<file path="src/rtl/alu_seq_if.sv">
// Handshake bundle for alu_seq: operand/opcode request side and result side.
// The design takes the slave view; the issuing stage and the consumer take the master view.
interface alu_seq_if #(
  parameter int unsigned M = 32
) ();
  logic         in_valid;
  logic         in_ready;
  logic [M-1:0] A;
  logic [M-1:0] B;
  logic [3:0]   ALU_Sel;
  logic         out_valid;
  logic         out_ready;
  logic [M-1:0] ALU_Out;
  logic [3:0]   Alu_Flags;
  logic         busy;

  modport master (
    output in_valid, A, B, ALU_Sel, out_ready,
    input  in_ready, out_valid, ALU_Out, Alu_Flags, busy
  );

  modport slave (
    input  in_valid, A, B, ALU_Sel, out_ready,
    output in_ready, out_valid, ALU_Out, Alu_Flags, busy
  );
endinterface

</file>
<file path="src/rtl/alu_seq.sv">
// Registered multi-cycle ALU: single-cycle logic/add/shift ops, iterative shift-add
// multiply and restoring divide, one operation in flight, valid/ready on both sides.
module alu_seq #(
  parameter int unsigned M = 32
) (
  input  logic      clk,
  input  logic      rst_n,
  alu_seq_if.slave  bus
);
  localparam int unsigned SW = $clog2(M);

  localparam logic [1:0] S_IDLE = 2'd0;
  localparam logic [1:0] S_EXEC = 2'd1;
  localparam logic [1:0] S_DONE = 2'd2;

  localparam logic [3:0] OP_ADD = 4'd0;
  localparam logic [3:0] OP_SUB = 4'd1;
  localparam logic [3:0] OP_MUL = 4'd2;
  localparam logic [3:0] OP_DIV = 4'd3;
  localparam logic [3:0] OP_MOD = 4'd4;
  localparam logic [3:0] OP_AND = 4'd5;
  localparam logic [3:0] OP_OR  = 4'd6;
  localparam logic [3:0] OP_XOR = 4'd7;
  localparam logic [3:0] OP_SHL = 4'd8;
  localparam logic [3:0] OP_SHR = 4'd9;

  logic [1:0]    state_q, state_d;
  logic [3:0]    op_q, op_d;
  logic [M-1:0]  b_q, b_d;
  logic [M-1:0]  hi_q, hi_d;
  logic [M-1:0]  lo_q, lo_d;
  logic [M-1:0]  res_q, res_d;
  logic [3:0]    flags_q, flags_d;
  logic [SW-1:0] cnt_q, cnt_d;

  logic [M:0]    add_w, sub_w, shl_w, shr_w;
  logic [SW-1:0] sh;
  logic [M-1:0]  s_res;
  logic          s_c, s_v, s_legal;
  logic [3:0]    s_flags;

  logic [M:0]    mul_sum, div_sh;
  logic [M-1:0]  div_diff, it_hi, it_lo, fin_res;
  logic          div_ge;
  logic [3:0]    fin_flags;

  always_comb begin
    add_w   = {1'b0, bus.A} + {1'b0, bus.B};
    sub_w   = {1'b0, bus.A} - {1'b0, bus.B};
    sh      = bus.B[SW-1:0];
    shl_w   = {1'b0, bus.A} << sh;
    shr_w   = {bus.A, 1'b0} >> sh;
    s_res   = '0;
    s_c     = 1'b0;
    s_v     = 1'b0;
    s_legal = 1'b1;
    case (bus.ALU_Sel)
      OP_ADD: begin
        s_res = add_w[M-1:0];
        s_c   = add_w[M];
        s_v   = (bus.A[M-1] == bus.B[M-1]) && (s_res[M-1] != bus.A[M-1]);
      end
      OP_SUB: begin
        s_res = sub_w[M-1:0];
        s_c   = sub_w[M];
        s_v   = (bus.A[M-1] != bus.B[M-1]) && (s_res[M-1] != bus.A[M-1]);
      end
      OP_AND: s_res = bus.A & bus.B;
      OP_OR:  s_res = bus.A | bus.B;
      OP_XOR: s_res = bus.A ^ bus.B;
      // Widened by one bit so the last bit shifted out lands in a fixed slot (0 for amount 0).
      OP_SHL: begin
        s_res = shl_w[M-1:0];
        s_c   = shl_w[M];
      end
      OP_SHR: begin
        s_res = shr_w[M:1];
        s_c   = shr_w[0];
      end
      OP_MUL, OP_DIV, OP_MOD: s_res = '0;
      default: s_legal = 1'b0;
    endcase
    s_flags = s_legal ? {s_res[M-1], s_res == '0, s_c, s_v} : 4'b0101;
  end

  always_comb begin
    mul_sum  = {1'b0, hi_q} + {1'b0, b_q};
    div_sh   = {hi_q, lo_q[M-1]};
    div_ge   = div_sh >= {1'b0, b_q};
    // When the trial subtract succeeds the true difference is below B, so M bits suffice.
    div_diff = div_sh[M-1:0] - b_q;
    if (op_q == OP_MUL) begin
      if (lo_q[0]) begin
        it_hi = mul_sum[M:1];
        it_lo = {mul_sum[0], lo_q[M-1:1]};
      end else begin
        it_hi = {1'b0, hi_q[M-1:1]};
        it_lo = {hi_q[0], lo_q[M-1:1]};
      end
    end else begin
      it_hi = div_ge ? div_diff : div_sh[M-1:0];
      it_lo = {lo_q[M-2:0], div_ge};
    end
    fin_res = (op_q == OP_MOD) ? it_hi : it_lo;
    if (op_q == OP_MUL) begin
      fin_flags = {fin_res[M-1], fin_res == '0, it_hi != '0, it_hi != '0};
    end else begin
      fin_flags = {fin_res[M-1], fin_res == '0, 1'b0, b_q == '0};
    end
  end

  always_comb begin
    state_d = state_q;
    op_d    = op_q;
    b_d     = b_q;
    hi_d    = hi_q;
    lo_d    = lo_q;
    res_d   = res_q;
    flags_d = flags_q;
    cnt_d   = cnt_q;
    case (state_q)
      S_IDLE: begin
        if (bus.in_valid) begin
          op_d  = bus.ALU_Sel;
          b_d   = bus.B;
          cnt_d = '0;
          if (bus.ALU_Sel == OP_MUL || bus.ALU_Sel == OP_DIV || bus.ALU_Sel == OP_MOD) begin
            hi_d    = '0;
            lo_d    = bus.A;
            state_d = S_EXEC;
          end else begin
            res_d   = s_res;
            flags_d = s_flags;
            state_d = S_DONE;
          end
        end
      end
      S_EXEC: begin
        hi_d  = it_hi;
        lo_d  = it_lo;
        cnt_d = cnt_q + 1'b1;
        if (cnt_q == SW'(M - 1)) begin
          res_d   = fin_res;
          flags_d = fin_flags;
          state_d = S_DONE;
        end
      end
      S_DONE: begin
        if (bus.out_ready) state_d = S_IDLE;
      end
      default: state_d = S_IDLE;
    endcase
  end

  always_ff @(posedge clk or negedge rst_n) begin
    if (!rst_n) begin
      state_q <= S_IDLE;
      op_q    <= '0;
      b_q     <= '0;
      hi_q    <= '0;
      lo_q    <= '0;
      res_q   <= '0;
      flags_q <= '0;
      cnt_q   <= '0;
    end else begin
      state_q <= state_d;
      op_q    <= op_d;
      b_q     <= b_d;
      hi_q    <= hi_d;
      lo_q    <= lo_d;
      res_q   <= res_d;
      flags_q <= flags_d;
      cnt_q   <= cnt_d;
    end
  end

  assign bus.in_ready  = (state_q == S_IDLE);
  assign bus.out_valid = (state_q == S_DONE);
  assign bus.busy      = (state_q != S_IDLE);
  assign bus.ALU_Out   = res_q;
  assign bus.Alu_Flags = flags_q;
endmodule
</file>
<file path="src/flat_wrapper.sv">
// flat-port wrapper written by rule: the top's interface ports become plain ports
module alu_seq_flat 
#(
  parameter int unsigned M = 32
)
  (clk, rst_n, bus_in_valid, bus_A, bus_B, bus_ALU_Sel, bus_out_ready, bus_in_ready, bus_out_valid, bus_ALU_Out, bus_Alu_Flags, bus_busy);
  alu_seq_if #(.M(M)) bus_i ();
  input  logic clk;
  input  logic rst_n;
  input wire logic [$bits(bus_i.in_valid)-1:0] bus_in_valid;
  input wire logic [$bits(bus_i.A)-1:0] bus_A;
  input wire logic [$bits(bus_i.B)-1:0] bus_B;
  input wire logic [$bits(bus_i.ALU_Sel)-1:0] bus_ALU_Sel;
  input wire logic [$bits(bus_i.out_ready)-1:0] bus_out_ready;
  output wire logic [$bits(bus_i.in_ready)-1:0] bus_in_ready;
  output wire logic [$bits(bus_i.out_valid)-1:0] bus_out_valid;
  output wire logic [$bits(bus_i.ALU_Out)-1:0] bus_ALU_Out;
  output wire logic [$bits(bus_i.Alu_Flags)-1:0] bus_Alu_Flags;
  output wire logic [$bits(bus_i.busy)-1:0] bus_busy;
  assign bus_i.in_valid = bus_in_valid;
  assign bus_i.A = bus_A;
  assign bus_i.B = bus_B;
  assign bus_i.ALU_Sel = bus_ALU_Sel;
  assign bus_i.out_ready = bus_out_ready;
  assign bus_in_ready = bus_i.in_ready;
  assign bus_out_valid = bus_i.out_valid;
  assign bus_ALU_Out = bus_i.ALU_Out;
  assign bus_Alu_Flags = bus_i.Alu_Flags;
  assign bus_busy = bus_i.busy;
  alu_seq #(.M(M)) u_core (.clk(clk), .rst_n(rst_n), .bus(bus_i));
endmodule
</file>
<file path="config.mk">
export PLATFORM = sky130hd
export DESIGN_NAME = alu_seq_flat
export DESIGN_NICKNAME = d
export VERILOG_FILES = /design/src/rtl/alu_seq_if.sv /design/src/rtl/alu_seq.sv /design/src/flat_wrapper.sv
export SDC_FILE = /design/constraint.sdc
export NUM_CORES = 1
export LEC_CHECK = 0
export ABC_AREA = 1
export CORE_MARGIN = 1
export CORE_UTILIZATION = 38
export DETAILED_ROUTE_END_ITERATION = 8
export PLACE_DENSITY_LB_ADDON = 0.15
export SLEW_MARGIN = 20
export SYNTH_ARGS = -nofsm -noshare
export SYNTH_HDL_FRONTEND = slang
export SYNTH_SLANG_ARGS = --single-unit
export TNS_END_PERCENT = 10
</file>
<file path="constraint.sdc">
create_clock -name clk -period 2.9 [get_ports clk]
set_input_delay 0.87 -clock clk [delete_from_list [all_inputs] [get_ports clk]]
set_output_delay 0.87 -clock clk [all_outputs]
set_load 0.1 [all_outputs]
</file>
# After elaboration in Yosys (flattened, before gate mapping)
# Cells that the tools add are included.
[totals]
ff_bits = 143
elab_cells = 93
in_bits = 72
[classes]
reduce_logical = 18
n_lt_le_gt_ge = 1
n_mux = 33
shift = 2
n_addsub = 5
eq_ne = 23
n_bitwise = 3
[ops]
columns = ["op", "count"]
rows = [
  ["$mux 32", 13],
  ["$pmux 32 s7", 1],
  ["$pmux 32 s2", 3],
  ["$logic_not 32->1", 3],
  ["$add 32x32->33", 2],
  ["$ge 33x32->1", 1],
  ["$shl 32x5->33", 1],
  ["$shr 33x5->33", 1],
  ["$sub 32x32->33", 1],
  ["$and 32x32->32", 1],
  ["$or 32x32->32", 1],
  ["$reduce_bool 32->1", 1],
  ["$sub 32x32->32", 1],
  ["$xor 32x32->32", 1],
  ["$eq 4x3->1 const B", 5],
  ["$mux 4", 4],
  ["$eq 4x2->1 const B", 3],
  ["$mux 2", 5],
  ["$pmux 5 s2", 1],
  ["$reduce_or 10->1", 1],
  ["$eq 4x4->1 const B", 2],
  ["$pmux 4 s2", 1],
  ["$ne 2x2->1 const B", 3],
  ["$pmux 2 s3", 1],
  ["20 further kinds", 28],
]

# Longest topological paths before layout
# Gate-level depths: netlist of the first run.
[logic_depth]
depth_word = 8
ltp_mapped = 26
depth_no_buf = 25

# Worst setup path before layout of the first run
# Ideal clock, no wire load.
[synth_path]
kind = "reg2reg"
from = "register u_core.state_q[1]"
to = "register u_core.hi_q[0]"
n_path_buf = 2
slack_ns = -1.500
synth_period_minus_slack_ns = 4.400
setup_time_ns = 0.140
stages_incl_launch_ff = 11
arrival_time_ns = 4.260
required_time_ns = 2.760
path_cell_list = "dfrtp_1 nor2_1 inv_1 nor2_1 inv_2 nand2_1 nand2_1 clkinv_1 clkbuf_1 clkbuf_1 o22ai_1"
[synth_via]
elab_chain_len = 3
elab_cells_between_ends = 7
[synth_rtl]
columns = ["item", "line", "rtl"]
rows = [
  ["from (decl)", "alu_seq.sv:27", "logic [1:0] state_q, state_d;"],
  ["from (signal assigned)", "alu_seq.sv:166", "state_q <= state_d;"],
  ["$logic_not 2->1 (*)", "--", ""],
  ["via bus_in_ready", "flat_wrapper.sv:15", "output wire logic [$bits(bus_i.in_ready)-1:0] bus_in_ready;"],
  ["$ne 2x1->1 (no line) (tied with other cells)", "--", ""],
  ["$reduce_and 3->1 (no line)", "--", ""],
  ["to (signal assigned)", "alu_seq.sv:169", "hi_q <= hi_d;"],
  ["to (decl)", "alu_seq.sv:30", "logic [M-1:0] hi_q, hi_d;"],
]
# Mark *: on every way through the listed nets, which the timed path passes. The rest lies on a longest branch.
# A chain may end at the register's enable or synchronous reset.

# Final worst setup path of the first run
[layout_path]
from = "register u_core.hi_q[2]"
to = "register u_core.flags_q[2] (netlist: u_core.bus.Alu_Flags[2])"
[layout_via]
elab_chain_len = 7
elab_cells_between_ends = 11
[layout_rtl]
columns = ["item", "line", "rtl"]
rows = [
  ["$add 32x32->33 (tied with other cells)", "alu_seq.sv:87", "mul_sum = {1'b0, hi_q} + {1'b0, b_q};"],
  ["$mux 32, on equally long branches", "alu_seq.sv:93, alu_seq.sv:101", ""],
  ["$mux 32", "alu_seq.sv:92", "if (op_q == OP_MUL) begin"],
  ["$mux 32 (*)", "alu_seq.sv:104", "fin_res = (op_q == OP_MOD) ? it_hi : it_lo;"],
  ["$logic_not 32->1 (*)", "alu_seq.sv:106, alu_seq.sv:108", ""],
  ["$mux 4 (*)", "alu_seq.sv:142", "if (cnt_q == SW'(M - 1)) begin"],
  ["$pmux 4 s2 (*)", "alu_seq.sv:121", "case (state_q)"],
  ["to (signal assigned)", "alu_seq.sv:172", "flags_q <= flags_d;"],
  ["to (decl)", "alu_seq.sv:33", "logic [3:0] flags_q, flags_d;"],
]
# Every way passes the cells marked *; elsewhere a longest branch is shown, timed or not. The select of a mux whose other input is x is not followed.

==> metrics, run 1 <==
share of synthesized registers carrying an async set or reset=100%; accumulated negative setup slack=-7.10 ns; top-level port count=about 110; normalized max-slew margin=54.3%; failing checks=setup timing; area used by sequential logic in the layout=around 3600 sq um; Seq cells post-synth=between 100 and 150; Remaining DRCs=0; main area contributors after synthesis=nand2_1 (23%), dfrtp_1 (16%), ha_1 (9.4%); average detailed-routed wire length per instance=~22 um; clock latency on the worst-skew pair=0.45 ns; worst hold path type=in -> async; kind of capture point of the worst setup path=register; netlist area before placement=21800 sq um; EDFF count, synth=0; top metal layer carrying routed signals=met5; post-layout min period=~3.4 ns; P_int=0.0160 W; area share of the largest cell type after synthesis=a little under a quarter; count of yosys warnings during synthesis=0; sequential fraction of the synthesis area=16.4%; leakage component of the power=~19 nW; maximum frequency from static timing analysis=between 200 and 300 MHz; met2 wire length=approximately 58 mm; data required time of the worst path=approximately 3.3 ns; via count of the first global-routing pass=30100; Clock power frac=between 6 and 7%; combinational cell fraction of total power=83.2%; total number of vias=about 32000; NetSw=around 0.017 W; Synth Instances=3957; total clock sinks=roughly 140; pwr dens=between 900 and 1000 nW/um^2; cell row count=87; most used flip-flop cell after synthesis=dfrtp_1; number of H-tree branching levels=4; switching portion of total power=52.2%; Overflow after GRT=0; layout overhead on the synthesized area=63.9%; Std-Cell Core Area=56500 sq um; Filler Cells Inserted=between 5000 and 6000; ratio of cells with drive above 1 in the final layout=between 30% and 40%; area of the die=58300 sq um; routed metal-1 wirelength=between 50 and 60 mm; maximum number of pins on one net before global-route repair=approximately 130; Max clock buf depth=2; root buf cell=clkbuf_16; setup-violating endpoint count in the final report=32; number of vias per cell after detailed routing=about 5.5; count of maximum capacitance violations=0; cell type with the highest aggregate area in the netlist=nand2_1; nets in the synthesized netlist=~4200; multi-input gate area in the final layout=about 19000 sq um; routability congestion estimate=roughly 1.1; pins over their slew limit=0; initial core utilization=38.5%; detailed route wirelength on metal3=just under 10 mm; clock tree from TritonCTS=built; crit path DAT=3.74 ns; Post-Synthesis Mean Instance Area=5.50 sq um; sort of element at the start of the critical path=register; height of the die=around 240 um; most used standard cell by instance count after synthesis=nand2_1; clock buffer count from CTS=17; CP max FO=6; Flop pwr share=about a tenth; Max rail drop VDD=just over 900 uV; initial DRC count=~2900; global-route wire length before repair=~180 mm; distinct cell type count of the synthesized netlist=52; Post-layout nets=~5300; worst clock skew=between 0.009 and 0.01 ns; half-perimeter wire length after placement=between 100 and 150 mm; die width=241 um; number of endpoints with negative hold slack in the final report=0; clock-pin slew on the worst setup and hold paths=0.06 ns; count of buffers inserted at the top-level ports=110; TritonRoute pass-1 iters=6; aggregate global-route resource usage=43.5%; number of nets with antenna violations after routing=0; list of most frequent post-synthesis cells=nand2_1 (1313), inv_1 (487), nand3_1 (389); run status=complete, but fails checks; setup repair after global routing missed its margin=yes; crit share post-route=116%; WS Path Type=reg -> reg; number of antenna violations at the first check in global routing=11; actual transition at the worst max-transition pin=between 0.6 and 0.7 ns; Min Hold Slack=0.317 ns; routed wire length=130 mm; worst path setup slack after routing=-0.450 ns
==> logic make-up (layout without fill, tap and decap cells) <==
logic type | count (synthesis) | count (layout) | synth area share (%)
AO/OA/AOI/OAI | 770 | 770 | 19.8
XOR/XNOR | 8 | 8 | 0.322
adder cells (fa/ha/maj) | 167 | 167 | 9.73
buffers and inverters | 662 | 1768 | 11.7
flip-flops | 143 | 143 | 16.4
multiplexers | 7 | 7 | 0.322
other | 0 | 4 | 0
AND/OR/NAND/NOR | 2200 | 2201 | 41.7
==> repair_timing <==
action	CTS	global route
pin swaps	127	133
setup buffers	60	29
hold buffers	0	0
endpoints found under the setup margin	51	40
gates resized for setup	513	355
cloned	2	2
==> layer usage <==
layer | up-vias | global-route usage, %
li1 | 15200 | -
met1 | 14700 | 50.9
met2 | 1459 | 70.4
met3 | 479 | 7.47
met4 | 8 | 34.7
met5 | - | 0
==> critical path: stages (launching register included) <==
cell and delay, ns:
dfrtp_1 0.41, ha_4 0.29, buf_6 0.10, nand2_4 0.05
nor2_4 0.24, nand2_2 0.10, nor2_4 0.14, nand2_4 0.08
a21oi_4 0.15, nor2_4 0.09, nand2_8 0.11, buf_12 0.14
nor2_4 0.06, buf_4 0.15, nand2_2 0.08, nand3_2 0.13
nand2_2 0.10, nand2_2 0.06, nor2_2 0.11, nand2_1 0.09
nor2_1 0.13, buf_4 0.16, nand3_4 0.09, nand2_2 0.10
nand2_2 0.05, nand2_1 0.05
==> final cells by class <==
class                           instances  share of cell area, %
Inverter                              499                   5.33
Antenna cell                            4                 0.0280
Clock buffer                           20                   1.28
Multi-Input combinational cell       3153                   52.4
Tap cell                              756                   2.65
Sequential cell                       143                   10.0
Timing Repair Buffer                 1240                   28.0
Clock inverter                          9                  0.245
==> through the flow <==
step	util (%)	area (sq um)	power, W	worst slack (ns)	std cells
3_5_place_dp	55.6	31400	0.0259	-1.36	5701
3_3_place_gp	55.6	31400	0.0257	-1.39	5701
5_1_grt	63.2	35700	0.0356	-0.546	5821
4_1_cts	60.4	34100	0.0306	-0.351	5790
2_1_floorplan	-	22100	0.0150	-0.184	3957
6_report	63.2	35700	0.0334	-0.450	5824
==> power groups by stage <==
stage / sequential [W] / combinational (W) / clock (W)
2_1_floorplan: 0.00442 / 0.0105 / 0
3_3_place_gp: 0.00334 / 0.0224 / 0
3_5_place_dp: 0.00335 / 0.0225 / 0
4_1_cts: 0.00341 / 0.0250 / 0.00216
5_1_grt: 0.00353 / 0.0299 / 0.00222
6_report: 0.00346 / 0.0278 / 0.00214
==> final timing paths <==
path	start	to	slack, ns	depth (start not counted)
min	rst_n	u_core.hi_q[30]$_DFFE_PN0P_	0.32	1
max reg2reg	u_core.hi_q[2]$_DFFE_PN0P_	u_core.bus.Alu_Flags[2]$_DFFE_PN0P_	-0.45	25
max in group asynchronous	rst_n	u_core.hi_q[7]$_DFFE_PN0P_	1.92	2
min in group clk	u_core.bus.ALU_Out[14]$_DFFE_PN0P_	u_core.bus.ALU_Out[14]$_DFFE_PN0P_	0.49	2
min reg2reg	u_core.bus.ALU_Out[14]$_DFFE_PN0P_	u_core.bus.ALU_Out[14]$_DFFE_PN0P_	0.49	2
max	u_core.hi_q[2]$_DFFE_PN0P_	u_core.bus.Alu_Flags[2]$_DFFE_PN0P_	-0.45	25
==> sequential cells by signal (all words and copies together) (netlist names) <==
name	flops
u_core.cnt_q	5
u_core.b_q	32
u_core.op_q	4
u_core.state_q	2
u_core.bus.ALU_Out	32
u_core.lo_q	32
u_core.bus.Alu_Flags	4
u_core.hi_q	32
==> cells in the final DEF, fill, tap and decap left out, types with 15 or more instances in the layout <==
| cell | instances |
|---|---|
| nand2_1 | 1156 |
| buf_4 | 1110 |
| inv_1 | 402 |
| nand3_1 | 314 |
| o21ai_0 | 296 |
| nor2_1 | 256 |
| a21oi_1 | 169 |
| dfrtp_1 | 141 |
| nand2_2 | 132 |
| inv_2 | 86 |
| ha_1 | 86 |
| nor2_2 | 77 |
| nand3_2 | 66 |
| ha_4 | 63 |
| o21ai_1 | 58 |
| nand4_1 | 57 |
| o211ai_1 | 56 |
| a21oi_2 | 44 |
| dlygate4sd2_1 | 37 |
| nor2_4 | 36 |
| buf_12 | 34 |
| nand2_4 | 31 |
| buf_6 | 22 |
| o21a_1 | 21 |
| a21oi_4 | 20 |
| o21ai_2 | 19 |
| clkbuf_16 | 19 |
| nor3_1 | 15 |
Power figures use the tool's default switching activity.
==> run 2, diff against run 1 <==
--- a/config.mk
+++ b/config.mk
@@ -6,6 +6,8 @@
 export NUM_CORES = 1
 export LEC_CHECK = 0
 export ABC_AREA = 1
+export CELL_PAD_IN_SITES_DETAIL_PLACEMENT = 1
+export CELL_PAD_IN_SITES_GLOBAL_PLACEMENT = 1
 export CORE_MARGIN = 1
 export CORE_UTILIZATION = 38
 export DETAILED_ROUTE_END_ITERATION = 8
==> metrics, run 2 <==
run status=did not finish (was complete, but fails checks); last stage the flow got to=global routing; first error line in the log=[ERROR GRT-0232] Routing congestion too high. Check the congestion heatmap in the GUI.; Max clock buf depth=2 (unchanged); EDFF count, synth=0 (unchanged); cell row count=87 (unchanged); most used flip-flop cell after synthesis=dfrtp_1 (unchanged); count of yosys warnings during synthesis=0 (unchanged); cell type with the highest aggregate area in the netlist=nand2_1 (unchanged); total clock sinks=143 (unchanged); placement-stage worst setup slack=-1.40 ns (was -1.36 ns); initial core utilization=38.5% (unchanged); nets in the synthesized netlist=4196 (unchanged); sequential fraction of the synthesis area=16.4% (unchanged); maximum number of pins on one net before global-route repair=127; root buf cell=clkbuf_16 (unchanged); count of buffers inserted at the top-level ports=110 (unchanged); main area contributors after synthesis=nand2_1 (23%), dfrtp_1 (16%), ha_1 (9.4%) (unchanged); Overflow after GRT=84; area share of the largest cell type after synthesis=22.6% (unchanged); list of most frequent post-synthesis cells=nand2_1 (1313), inv_1 (487), nand3_1 (389) (unchanged); share of synthesized registers carrying an async set or reset=100% (unchanged); distinct cell type count of the synthesized netlist=52 (unchanged); cts hold-fix bufs=0 (unchanged); aggregate global-route resource usage=slightly below 80%; Post-Synthesis Mean Instance Area=5.50 sq um (unchanged); die width=241 um (unchanged); clock buffer count from CTS=17 (unchanged); Seq cells post-synth=143 (unchanged); most used standard cell by instance count after synthesis=nand2_1 (unchanged); top-level port count=111 (unchanged); number of H-tree branching levels=4 (unchanged); Synth Instances=3957 (unchanged); routability congestion estimate=1.07 (was 1.08); height of the die=241 um (unchanged); netlist area before placement=21800 sq um (unchanged); half-perimeter wire length after placement=115 mm (was 105 mm)
[run 2: cell families after synthesis]
kind of cell | after synthesis | synth area share [%]
buf+inv | 662 | 11.7
simple gates | 2200 | 41.7
xor+xnor | 8 | 0.322
compound gates | 770 | 19.8
mux | 7 | 0.322
flops | 143 | 16.4
fa+ha+maj | 167 | 9.73
[run 2: per-stage QoR]
step	area, sq um	cells
after CTS	34400	5781
after floorplan	22100	3957
after detailed placement	31200	5689
after global placement	31200	5689
[run 2: repair_timing]
action	4_1_cts
setup buffers	61
endpoints found under the setup margin	56
pin swaps	131
gates resized for setup	638
[run 2: metal layers]
metal	GRT overflow	track usage, %
met3	1	65.4
met5	0	39.4
met4	46	77.7
met2	36	92.8
met1	1	77.4
==> run 3, diff against run 2 <==
--- a/config.mk
+++ b/config.mk
@@ -6,10 +6,8 @@
 export NUM_CORES = 1
 export LEC_CHECK = 0
 export ABC_AREA = 1
-export CELL_PAD_IN_SITES_DETAIL_PLACEMENT = 1
-export CELL_PAD_IN_SITES_GLOBAL_PLACEMENT = 1
 export CORE_MARGIN = 1
-export CORE_UTILIZATION = 38
+export CORE_UTILIZATION = 23
 export DETAILED_ROUTE_END_ITERATION = 8
 export PLACE_DENSITY_LB_ADDON = 0.15
 export SLEW_MARGIN = 20
==> metrics, run 3 (synthesized netlist as in run 1, its figures left out) <==
routed wire length=approximately 130 mm; kind of capture point of the worst setup path=register; CP top delay family=simple AND/OR/NAND/NOR gates; leakage component of the power=around 19 nW; worst clock skew=~0.018 ns; pins over their slew limit=0; setup-violating endpoint count in the final report=30; number of vias per cell after detailed routing=between 4 and 5; pwr dens=around 920 nW/um^2; top-level port count=111 (unchanged); initial core utilization=23.3% (was 38.5%); placement-stage worst setup slack=-1.42 ns (was -1.40 ns); Flop pwr share=a little over a tenth; R2R Setup Slk=-0.51 ns; switching portion of total power=between 50% and 60%; combinational cell fraction of total power=82.5%; critical path's largest stage delay=around 0.46 ns; number of H-tree branching levels=4 (unchanged); most common library cell in the layout ignoring fill and taps=nand2_1; routed metal-1 wirelength=approximately 60 mm; worst reg2reg startpoint=u_core.hi_q[21]$_DFFE_PN0P_; Overflow after GRT=0; cell row count=112 (was 87); commonest cells after routing, fill and taps aside=nand2_1 (1189), buf_4 (1157), inv_1 (420), o21ai_0 (318), nand3_1 (313); Reg-to-Reg End=u_core.bus.Alu_Flags[0]$_DFFE_PN0P_; number of endpoints with negative hold slack in the final report=0; total number of vias=a little over 30000; actual transition at the worst max-transition pin=just over 0.8 ns; sort of element at the start of the critical path=register; clock tree from TritonCTS=built; number of cells after detailed placement=6270 (was 5689); top metal layer carrying routed signals=met4; worst path setup slack after routing=-0.508 ns; crit path DAT=3.77 ns; clock-pin slew on the worst setup and hold paths=approximately 0.07 ns; failing checks=setup timing; Min Hold Slack=between 0.3 and 0.4 ns; number of nets with antenna violations after routing=0; P_int=about 0.016 W; root buf cell=clkbuf_16 (unchanged); die width=310 um (was 241 um); cts hold-fix bufs=0 (unchanged); layout overhead on the synthesized area=65.7%; r2r worst-path depth=25; height of the die=310 um (was 241 um); Max clock buf depth=2 (unchanged); number of antenna violations at the first check in global routing=5; clock buffer count from CTS=17 (unchanged); TritonRoute pass-1 iters=8; post-layout min period=~3.4 ns; via count of the first global-routing pass=between 20000 and 30000; data required time of the worst path=between 3 and 4 ns; buffer and inverter count on the worst path=5; setup repair after global routing missed its margin=yes; count of buffers inserted at the top-level ports=110 (unchanged); average detailed-routed wire length per instance=20.6 um; slowest CP cell=dfrtp_2; normalized max-slew margin=44.4%; detailed route wirelength on metal3=around 6 mm; Remaining DRCs=0; non-filler cells in the finished layout=~6400; ratio of cells with drive above 1 in the final layout=35.7%; total clock sinks=143 (unchanged); run status=complete, but fails checks (was did not finish); Post-Route Utilization=between 30% and 40%; maximum frequency from static timing analysis=between 200 and 300 MHz; accumulated negative setup slack=-7.83 ns; Std-Cell Core Area=between 90000 and 100000 sq um; aggregate global-route resource usage=26.9%; met2 wire length=between 50 and 60 mm; half-perimeter wire length after placement=110 mm (was 115 mm); crit share post-route=118%; Max rail drop VDD=567 uV; clock latency on the worst-skew pair=roughly 0.47 ns; global-route wire length before repair=between 150 and 200 mm; NetSw=around 0.017 W; CP max FO=6; area of the die=between 90000 and 100000 sq um; maximum number of pins on one net before global-route repair=roughly 130; Clock power frac=between 6 and 7%; ANT cells=0; routability congestion estimate=1.06 (was 1.07); count of maximum capacitance violations=0; initial DRC count=2416; worst hold path type=in -> async; WS Path Type=reg -> reg; Post-layout nets=5332
==> run 3: worst max path at each step <==
stage / from / depth (start not counted) / to
after CTS: u_core.b_q[7]$_DFFE_PN0P_ / 27 / u_core.bus.Alu_Flags[0]$_DFFE_PN0P_
after detailed placement: bus_A[22] / 20 / u_core.bus.Alu_Flags[2]$_DFFE_PN0P_
after floorplan: bus_B[3] / 24 / u_core.bus.Alu_Flags[2]$_DFFE_PN0P_
after global routing: u_core.b_q[22]$_DFFE_PN0P_ / 26 / u_core.bus.Alu_Flags[0]$_DFFE_PN0P_
final: u_core.hi_q[21]$_DFFE_PN0P_ / 25 / u_core.bus.Alu_Flags[0]$_DFFE_PN0P_
after global placement: bus_B[5] / 20 / u_core.bus.Alu_Flags[2]$_DFFE_PN0P_
==> run 3: power groups by stage <==
stage / logic, W / clock network [W] / registers (W)
2_1_floorplan: 0.0105 / 0 / 0.00442
5_1_grt: 0.0296 / 0.00240 / 0.00358
4_1_cts: 0.0258 / 0.00234 / 0.00347
3_3_place_gp: 0.0238 / 0 / 0.00340
3_5_place_dp: 0.0238 / 0 / 0.00341
6_report: 0.0273 / 0.00229 / 0.00348
==> run 3: what timing repair did <==
action,4_1_cts,5_1_grt
pin swaps,60,108
resized for setup,377,309
endpoints found under the hold margin,0,0
setup buffers,36,23
setup endpoints to repair,44,39
gates cloned,1,1
==> run 3: cell type report <==
| cell class | instances | area (sq um) |
|---|---|---|
| Multi-Input combinational cell | 3152 | 18200 |
| Clock inverter | 14 | 146 |
| Timing Repair Buffer | 1280 | 10300 |
| Fill cell | 10500 | 57500 |
| Inverter | 499 | 1900 |
| Sequential cell | 143 | 3580 |
| Tap cell | 1254 | 1570 |
| Clock buffer | 18 | 439 |
==> run 3: metal layers <==
| layer | global-route usage, % | vias to the layer above |
|---|---|---|
| li1 | - | 15200 |
| met5 | 0 | - |
| met2 | 44.4 | 955 |
| met3 | 1.48 | 205 |
| met4 | 12.8 | 0 |
| met1 | 35.8 | 14300 |
==> run 3: stage by stage <==
stage,instance area [sq um],power (W)
finish,36100,0.0331
global route,36100,0.0356
CTS,34800,0.0316
detailed placement,32600,0.0272
global placement,32600,0.0272
floorplan,22100,0.0150
